File: config.mk
export PLATFORM = sky130hd
export DESIGN_NAME = f_fetch_unit
export DESIGN_NICKNAME = d
export VERILOG_FILES = /design/src/rtl/f_fetch_unit.sv
export SDC_FILE = /design/constraint.sdc
export NUM_CORES = 1
export LEC_CHECK = 0
export CORE_UTILIZATION = 56
export DETAILED_ROUTE_END_ITERATION = 16
export PLACE_DENSITY = 0.8
export SYNTH_ARGS = -nofsm -noshare
export SYNTH_HDL_FRONTEND = slang
export SYNTH_SLANG_ARGS = --single-unit
export TNS_END_PERCENT = 1
File: constraint.sdc
create_clock -name clk -period 3.69 [get_ports clk]
set_input_delay 0.5535 -clock clk [delete_from_list [all_inputs] [get_ports clk]]
set_output_delay 0.5535 -clock clk [all_outputs]
set_load 0.005 [all_outputs]
File: src/rtl/f_fetch_unit.sv
// -----------------------------------------------------------------------------
// f_fetch_unit
//   Fetch-stage front end of the five-stage MIPS pipeline. It owns the F-stage
//   PC, issues in-order instruction-memory requests and tracks them in a
//   circular slot buffer. It presents {PC, instruction} pairs to the D stage.
//   It takes fetch-stream redirects from the D-stage next-PC logic.
//
// Parameters
//   RESET_PC  PC loaded on reset.
//   DEPTH     slot-buffer entries (power of two, 2..16).
//
// Ports
//   clk             rising-edge clock
//   reset           asynchronous, active-low reset
//   redirect_valid  D stage requests a fetch-stream change
//   redirect_pc     new fetch address
//   imem_req        request valid (address = current F PC)
//   imem_addr       request address
//   imem_gnt        request accepted this cycle when imem_req=1
//   imem_rvalid     in-order response valid (at least one cycle after grant)
//   imem_rdata      instruction word
//   d_valid         head slot holds a filled instruction
//   d_ready         D stage accepts (0 = stall)
//   d_pc, d_instr   head slot PC and instruction
//   d_exc           head slot carries an address-error flag
//
// Handshakes: a transfer happens on a rising edge where valid and ready are
//   both 1 (imem_req/imem_gnt, d_valid/d_ready). valid never depends
//   combinationally on its own ready.
//
// Optional feature (macro FETCH_ALIGN_CHECK_EN):
//   defined   -> a misaligned redirect inserts one exception slot (exc=1,
//                instr=0) and halts fetching until the next redirect.
//   undefined -> redirect_pc[1:0] is forced to 0 and d_exc is tied to 0.
// -----------------------------------------------------------------------------
module f_fetch_unit #(
    parameter logic [31:0] RESET_PC = 32'h0000_3000,
    parameter int          DEPTH    = 4
) (
    input  logic        clk,
    input  logic        reset,
    input  logic        redirect_valid,
    input  logic [31:0] redirect_pc,
    output logic        imem_req,
    output logic [31:0] imem_addr,
    input  logic        imem_gnt,
    input  logic        imem_rvalid,
    input  logic [31:0] imem_rdata,
    output logic        d_valid,
    input  logic        d_ready,
    output logic [31:0] d_pc,
    output logic [31:0] d_instr,
    output logic        d_exc
);

    localparam int PW = $clog2(DEPTH);
    localparam int CW = PW + 1;

    logic [31:0]       f_pc;
    logic [31:0]       slot_pc    [DEPTH];
    logic [31:0]       slot_instr [DEPTH];
    logic [DEPTH-1:0]  slot_filled;
    logic [PW-1:0]     alloc_ptr, fill_ptr, head_ptr;
    // alloc_count: allocated, not yet consumed. pend_count: granted, not yet
    // answered (and not flushed). drop_cnt: stale responses still to discard.
    logic [CW-1:0]     alloc_count, pend_count, drop_cnt;
    logic [CW:0]       credit_used;
    logic              credit_ok;
    logic              grant, resp_drop, resp_keep, consume;
    logic              fetch_block, exc_insert;
    logic [31:0]       redir_target;

    assign credit_used = {1'b0, alloc_count} + {1'b0, drop_cnt};
    assign credit_ok   = credit_used < (CW+1)'(DEPTH);

    // Request is never gated by imem_* inputs, so the stall path stays clean.
    assign imem_req  = reset && credit_ok && !redirect_valid && !fetch_block;
    assign imem_addr = f_pc;
    assign grant     = imem_req && imem_gnt;

    assign resp_drop = imem_rvalid && (drop_cnt != '0);
    assign resp_keep = imem_rvalid && (drop_cnt == '0) && (pend_count != '0);

    assign d_valid = slot_filled[head_ptr] && (alloc_count != '0);
    assign d_pc    = slot_pc[head_ptr];
    assign d_instr = slot_instr[head_ptr];
    assign consume = d_valid && d_ready;

`ifdef FETCH_ALIGN_CHECK_EN
    logic             exc_pending;   // misaligned redirect awaiting its slot
    logic             halted;        // exception slot issued, wait for redirect
    logic [DEPTH-1:0] slot_exc;
    logic             redir_misaligned;

    assign redir_target     = redirect_pc;
    assign redir_misaligned = |redirect_pc[1:0];
    assign fetch_block      = exc_pending || halted;
    assign exc_insert       = exc_pending && !redirect_valid;
    assign d_exc            = slot_exc[head_ptr];

    always_ff @(posedge clk or negedge reset) begin
        if (!reset) begin
            exc_pending <= 1'b0;
            halted      <= 1'b0;
        end else if (redirect_valid) begin
            exc_pending <= redir_misaligned;
            halted      <= 1'b0;
        end else if (exc_insert) begin
            exc_pending <= 1'b0;
            halted      <= 1'b1;
        end
    end

    always_ff @(posedge clk or negedge reset) begin
        if (!reset) begin
            slot_exc <= '0;
        end else begin
            if (grant)
                slot_exc[alloc_ptr] <= 1'b0;
            if (exc_insert)
                slot_exc[alloc_ptr] <= 1'b1;
        end
    end
`else
    // Masking keeps every redirect_pc bit in use while forcing alignment.
    assign redir_target = redirect_pc & 32'hFFFF_FFFC;
    assign fetch_block  = 1'b0;
    assign exc_insert   = 1'b0;
    assign d_exc        = 1'b0;
`endif

    // PC, pointers and bookkeeping counters.
    always_ff @(posedge clk or negedge reset) begin
        if (!reset) begin
            f_pc        <= RESET_PC;
            alloc_ptr   <= '0;
            fill_ptr    <= '0;
            head_ptr    <= '0;
            alloc_count <= '0;
            pend_count  <= '0;
            drop_cnt    <= '0;
        end else if (redirect_valid) begin
            // Any same-cycle consume has completed; flush everything else.
            // Requests still in flight become drops. A response kept this
            // cycle has answered its request and is not counted again.
            f_pc        <= redir_target;
            fill_ptr    <= alloc_ptr;
            head_ptr    <= alloc_ptr;
            alloc_count <= '0;
            pend_count  <= '0;
            drop_cnt    <= drop_cnt - CW'(resp_drop) + pend_count - CW'(resp_keep);
        end else begin
            if (grant)
                f_pc <= f_pc + 32'd4;
            if (grant || exc_insert)
                alloc_ptr <= alloc_ptr + PW'(1);
            if (resp_keep || exc_insert)
                fill_ptr <= fill_ptr + PW'(1);
            if (consume)
                head_ptr <= head_ptr + PW'(1);
            alloc_count <= alloc_count + CW'(grant || exc_insert) - CW'(consume);
            pend_count  <= pend_count + CW'(grant) - CW'(resp_keep);
            drop_cnt    <= drop_cnt - CW'(resp_drop);
        end
    end

    // Slot storage. Grant, fill and consume always touch distinct slots in a
    // given cycle, so the write order below never matters.
    always_ff @(posedge clk or negedge reset) begin
        if (!reset) begin
            for (int i = 0; i < DEPTH; i++) begin
                slot_pc[i]    <= '0;
                slot_instr[i] <= '0;
            end
            slot_filled <= '0;
        end else begin
            if (consume)
                slot_filled[head_ptr] <= 1'b0;
            if (grant) begin
                slot_pc[alloc_ptr]     <= f_pc;
                slot_filled[alloc_ptr] <= 1'b0;
            end
            if (resp_keep && !redirect_valid) begin
                slot_instr[fill_ptr]  <= imem_rdata;
                slot_filled[fill_ptr] <= 1'b1;
            end
            if (exc_insert) begin
                slot_pc[alloc_ptr]     <= f_pc;
                slot_instr[alloc_ptr]  <= 32'h0000_0000;
                slot_filled[alloc_ptr] <= 1'b1;
            end
        end
    end

endmodule

== Word level (Yosys, flattened, before mapping) ==
Cells that the tools add are included.

* Register bits: 307
* Latch bits: 0
* RAM bits: 0
* Bits in read-only memories: 0
* Input port bits: 70
* Output and inout port bits: 99
* Logic and storage cells: 104
* Memories kept: 0

* $add $sub $neg: 12
* Multipliers: 0
* Divide/modulo/power cells: 0
* Order comparisons: 12
* Equal/unequal tests: 0
* Shift-type cells: 0
* Muxes and demuxes: 32
* Bitwise logic cells: 9
* Reductions and logical operators: 23

{| class="wikitable"
|+ Operators by type and width
! operator !! number
|-
| 128-bit bitwise mux || 2
|-
| 32-bit 2-to-1 mux || 8
|-
| 32-bit binary-select mux with 2-bit select || 2
|-
| 32-bit demux with 2-bit select || 2
|-
| 32-bit by 3-bit adder with 32-bit output, second input constant || 1
|-
| 1-bit logical AND || 14
|-
| 4-bit 2-to-1 mux || 3
|-
| 3-bit by 1-bit subtractor with 3-bit output || 4
|-
| 3-bit greater-or-equal comparator, second input constant || 3
|-
| 2-bit by 3-bit < comparator with 1-bit output, second input constant || 3
|-
| 3-bit 2-to-1 mux || 3
|-
| 2-bit inverter with 3-bit output || 3
|-
| 3-bit nonzero test || 3
|-
| 4-bit bitwise AND || 2
|-
| 2-bit 2-to-1 mux || 4
|-
| 4-bit inverter || 2
|-
| 2-bit by 1-bit adder with 2-bit output, second input constant || 3
|-
| 3-bit by 1-bit adder with 3-bit output || 2
|-
| 1-bit demux with 2-bit select || 3
|-
| 2-bit by 1-bit greater-or-equal comparator with 1-bit output, second input constant || 3
|-
| 3-bit by 1-bit < comparator with 1-bit output, second input constant || 2
|-
| 2-bit nonzero test || 3
|-
| 3-bit by 3-bit adder with 4-bit output || 1
|-
| 4-bit by 3-bit < comparator with 1-bit output, second input constant || 1
|-
| 8 further kinds || 11
|}

== Depth between registers and ports, before layout ==
* Depth in word-level cells: 11
* Gate-level depth with buffers: 13
* Mapped depth without buffers: 11

== Worst setup path after synthesis ==
No wires, ideal clock.

* Path type: register to register
* Start: register alloc_count[2]
* End: register alloc_count[2]
* Library setup time: 132 ps
* Arrival time: 2,599 ps
* Data required time: 3,558 ps
* Setup slack: 959 ps
* Cell stages (with the launch flop): 14
* Path buffers: 2
* Period minus slack after synthesis: 2,731 ps
* Cell sequence: dfrtp_1 -> ha_1 -> nor4_1 -> and4_1 -> buf_6 -> inv_2 -> buf_2 -> ha_1 -> inv_1 -> ha_1 -> inv_1 -> fa_1 -> xnor2_1 -> nor2_1

* Cells in the longest elaborated chain, start to end: 8
* Elaborated cells between the ends (all ways): 11
* Those cells by class: add/sub: 3; order compare: 1; mux: 1; reduce/logical: 6

{| class="wikitable"
|+ RTL lines
! item !! RTL line !! RTL
|-
| start: declaration || 66 || <nowiki>logic [CW-1:0] alloc_count, pend_count, drop_cnt;</nowiki>
|-
| start signal: assignment || 161 || <nowiki>alloc_count <= alloc_count + CW'(grant || exc_insert) - CW'(consume);</nowiki>
|-
| 3-bit by 3-bit adder with 4-bit output || 73 || <nowiki>assign credit_used = {1'b0, alloc_count} + {1'b0, drop_cnt};</nowiki>
|-
| 4-bit by 3-bit < comparator with 1-bit output || 74 || <nowiki>assign credit_ok = credit_used < (CW+1)'(DEPTH);</nowiki>
|-
| 1-bit logical AND (2 in series) || 77 || <nowiki>assign imem_req = reset && credit_ok && !redirect_valid && !fetch_block;</nowiki>
|-
| 1-bit logical AND || 79 || <nowiki>assign grant = imem_req && imem_gnt;</nowiki>
|-
| 3-bit by 1-bit adder with 3-bit output || 161 ||
|-
| 3-bit by 1-bit subtractor with 3-bit output * || 161 ||
|-
| 3-bit 2-to-1 mux * || 142 || <nowiki>end else if (redirect_valid) begin</nowiki>
|}

Every way passes the cells marked *; elsewhere a longest branch is shown, timed or not.
A chain may end at the register's enable or synchronous reset.

== Worst setup path in the final report ==
* Start: register head_ptr[0]
* End: output port d_instr[29]

* Cells in the longest elaborated chain, start to end: 4

{| class="wikitable"
|+ RTL lines
! item !! RTL line !! RTL
|-
| start: declaration || 63 || <nowiki>logic [PW-1:0] alloc_ptr, fill_ptr, head_ptr;</nowiki>
|-
| start signal: assignment || 148 || <nowiki>head_ptr <= alloc_ptr;</nowiki>
|-
| start signal: assignment || 160 || <nowiki>head_ptr <= head_ptr + PW'(1);</nowiki>
|-
| 2-bit inverter with 3-bit output (implied by the code) || 86 || <nowiki>assign d_instr = slot_instr[head_ptr];</nowiki>
|-
| 32-bit binary-select mux with 2-bit select || 86 ||
|-
| 32-bit 2-to-1 mux (implied by the code) (2 in series) || 86 ||
|-
| end: declaration || 52 || <nowiki>output logic [31:0] d_instr,</nowiki>
|}

No other way between the ends. The select of a mux whose other input is x is not followed.

==> results.sh <==
export IMPL_status="finished, final reports clean"
export IMPL_drv_slew=0
export IMPL_drt_total_wl_mm=29.44
export IMPL_port_buffers=161
export IMPL_gp_congestion=0.7977
export IMPL_grt_total_usage_pct=24.05
export IMPL_synth_cells=962
export IMPL_p_leak_nw=7.808
export IMPL_grt_start_max_net_pins=69
export IMPL_period_minus_slack_ps=3261
export IMPL_synth_seq_cells=297
export IMPL_finalHoldViolCount=0
export IMPL_hpwl_mm=18.35
export IMPL_hp_start="slot_pc[100]$_DFFE_PN0P_"
export IMPL_worstSetupPathType="reg2out"
export IMPL_reg2reg_depth=10
export IMPL_synth_top_area_share_pct=53.17
export IMPL_ys_seq_area_share_pct=53.55
export IMPL_dr_pass1_iters=5
export IMPL_grt_pass1_wl_mm=48.80
export IMPL_pin_count=169
export IMPL_syn_to_final_growth_pct=20.12
export IMPL_dr_first_iter_drc_count=447
export IMPL_setup_viol=0
export IMPL_worstSetupStartpointType="flip-flop"
export IMPL_rr_startpoint="head_ptr[0]$_DFFE_PN0P_"
export IMPL_cpPeakStageDelay_ps=730
export IMPL_max_slew_margin_rel_pct=41.65
export IMPL_ys_top_cells_by_area="dfrtp_1, mux2_2, mux4_2"
export IMPL_grt_pass1_vias=9165
export IMPL_hold_class="reg2reg"
export IMPL_die_area_mm2=0.02543
export IMPL_die_x_um=159.5
export IMPL_synth_area_mm2=0.01388
export IMPL_rsz0062_at_grt="false"
export IMPL_hold_path_endpoint="slot_pc[100]$_DFFE_PN0P_"
export IMPL_max_freq_ghz=0.3066
export IMPL_synth_most_common_cell="dfrtp_1"
export IMPL_cts_num_sinks=297
export IMPL_final_antenna_net_count=0
export IMPL_p_total_mw=10.91
export IMPL_ir_worst_vdd_mv=0.3613
export IMPL_cap_viol_max_count=0
export IMPL_grt_overflow=0
export IMPL_worstPathCellList="buf_4 -> mux4_2 -> clkdlybuf4s50_1"
export IMPL_clk_latency_ps=550
export IMPL_cts_tree="built"
export IMPL_tns_ps=0
export IMPL_post_cts_resized=0
export IMPL_synth_edff_count=0
export IMPL_min_delay_path_depth=2
export IMPL_endpoint_kind="output pin"
export IMPL_rrSetupSlack_ps=910
export IMPL_worstPathMaxFanout=22
export IMPL_worst_slew_pin_slew_ps=872.0
export IMPL_synth_top_area_cell="dfrtp_1"
export IMPL_row_count=57
export IMPL_synth_commonest_cells="dfrtp_1, mux2_2, mux2_1"
export IMPL_avgRoutedWirePerCell_um=20.22
export IMPL_num_antenna_cells=0
export IMPL_finish_net_count=1205
export IMPL_coreArea_mm2=0.02432
export IMPL_skew_ps=20.79
export IMPL_drive_gt1_share_pct=25.18
export IMPL_antenna_found_initial=0
export IMPL_htreeDepth=1
export IMPL_via_per_inst=5.886
export IMPL_async_flop_share_pct=100.0
export IMPL_yosys_warnings=0
export IMPL_cp_required_ps=3140
export IMPL_cellPowerDensity_mw_per_mm2=653.9
export IMPL_fp_dieH_um=159.5
export IMPL_synth_distinct_cells=55
export IMPL_remaining_drc_errors=0
export IMPL_r2r_end="alloc_count[2]$_DFF_PN0_"
export IMPL_cp_slowest_cell="dfrtp_4"
export IMPL_ys_flop_type="dfrtp_1"
export IMPL_syn_area_per_cell_um2=14.43
export IMPL_numCtsBuffers=31
export IMPL_start_util_pct=57.09
export IMPL_vias=8570
export IMPL_worstPathArrival_ps=2710
export IMPL_cts_buffer_depth=3
export IMPL_period_share_pct=88.38
export IMPL_clkTransAtPathRegs_ps=60
export IMPL_root_buffer="clkbuf_16"
==> where the power goes <==
part	leakage [nW]	internal, mW	switching, mW
clock	0.514	1.94	1.24
combinational	3.34	1.85	1.18
sequential	3.96	4.13	0.571
==> state kept, by name, indices dropped and copies added, names as in the netlist <==
| register | flops |
|---|---|
| alloc_ptr | 2 |
| drop_cnt | 3 |
| imem_addr | 30 |
| slot_filled | 4 |
| pend_count | 3 |
| head_ptr | 2 |
| slot_pc | 120 |
| slot_instr | 128 |
| alloc_count | 3 |
| fill_ptr | 2 |
==> timing repair <==
item                                   CTS  global route
endpoints found under the hold margin   51             0
buffers inserted                         0             0
setup endpoints to repair                0             0
hold buffers                             1             0
==> how the worst max path moves through the flow <==
stage / startpoint / end / slack, ps / cells after the start
2_1_floorplan: alloc_count[2]$_DFF_PN0_ / alloc_count[2]$_DFF_PN0_ / 960 / 13
3_3_place_gp: imem_rvalid / drop_cnt[2]$_DFF_PN0_ / 620 / 11
3_5_place_dp: imem_rvalid / drop_cnt[2]$_DFF_PN0_ / 600 / 11
4_1_cts: head_ptr[0]$_DFFE_PN0P_ / d_instr[27] / 360 / 3
5_1_grt: head_ptr[0]$_DFFE_PN0P_ / d_pc[12] / 280 / 3
6_report: head_ptr[0]$_DFFE_PN0P_ / d_instr[29] / 430 / 3
==> through the flow <==
stage          hold WS [ps]  instances  cell area (um2)  util (%)  setup slack [ps]
2_1_floorplan         257.9        966            13900         -             959.1
3_3_place_gp          458.7       1398            15620     64.23             615.3
3_5_place_dp          471.0       1398            15620     64.23             596.6
4_1_cts               485.9       1456            16680     68.57             358.4
5_1_grt               497.3       1456            16680     68.57             275.4
6_report              481.4       1456            16680     68.57             428.7
==> cell usage in the layout (no fill, tap or decap), types with 9 or more instances in the layout <==
master and instances:
and3_1 9, nand3_1 16, nand4_1 12, dfrtp_1 293, o311ai_1 11, nand2_1 60, clkbuf_16 31, mux2_2 142
nor2_1 21, clkdlybuf4s50_1 159, clkbuf_1 11, inv_1 21, buf_4 14, o21ai_0 26, mux4_2 62, mux2_1 102
ha_1 24
==> area by class of cell <==
cell class,instances,area (um2)
inverter,22,82.58
clock buffer,48,899.6
timing repair buffer,177,1747
tap,324,405.4
fill,1697,7644
sequential,297,7440
clock inverter,9,145.1
multi-input combinational,579,5957
==> layer usage <==
metal / wire length (um) / part of all wire (%) / GRT usage (%) / vias to the layer above
li1: - / - / - / 3819
met1: 12760 / 43 / 33.33 / 4438
met2: 14330 / 49 / 39.85 / 268
met3: 1868 / 6.3 / 4.428 / 45
met4: 477 / 1.6 / 5.376 / 0
met5: 0 / 0 / 0 / -
==> kinds of logic after synthesis <==
family / after synthesis / synth area share (%)
flip-flops: 297 / 53.55
AO/OA/AOI/OAI: 79 / 3.966
other: 1 / 0.02701
AND/OR/NAND/NOR: 146 / 5.317
XOR/XNOR: 12 / 0.7570
adder cells (fa/ha/maj): 27 / 2.596
buffers and inverters: 90 / 3.650
multiplexers: 310 / 30.14
==> worst max-delay path: cells and delay by family, from the launching register on <==
family                 cells  cell delay, ps
multiplexers               1             570
buffers and inverters      2             850
flip-flops                 1             730
(Power assumes the default switching activity.)
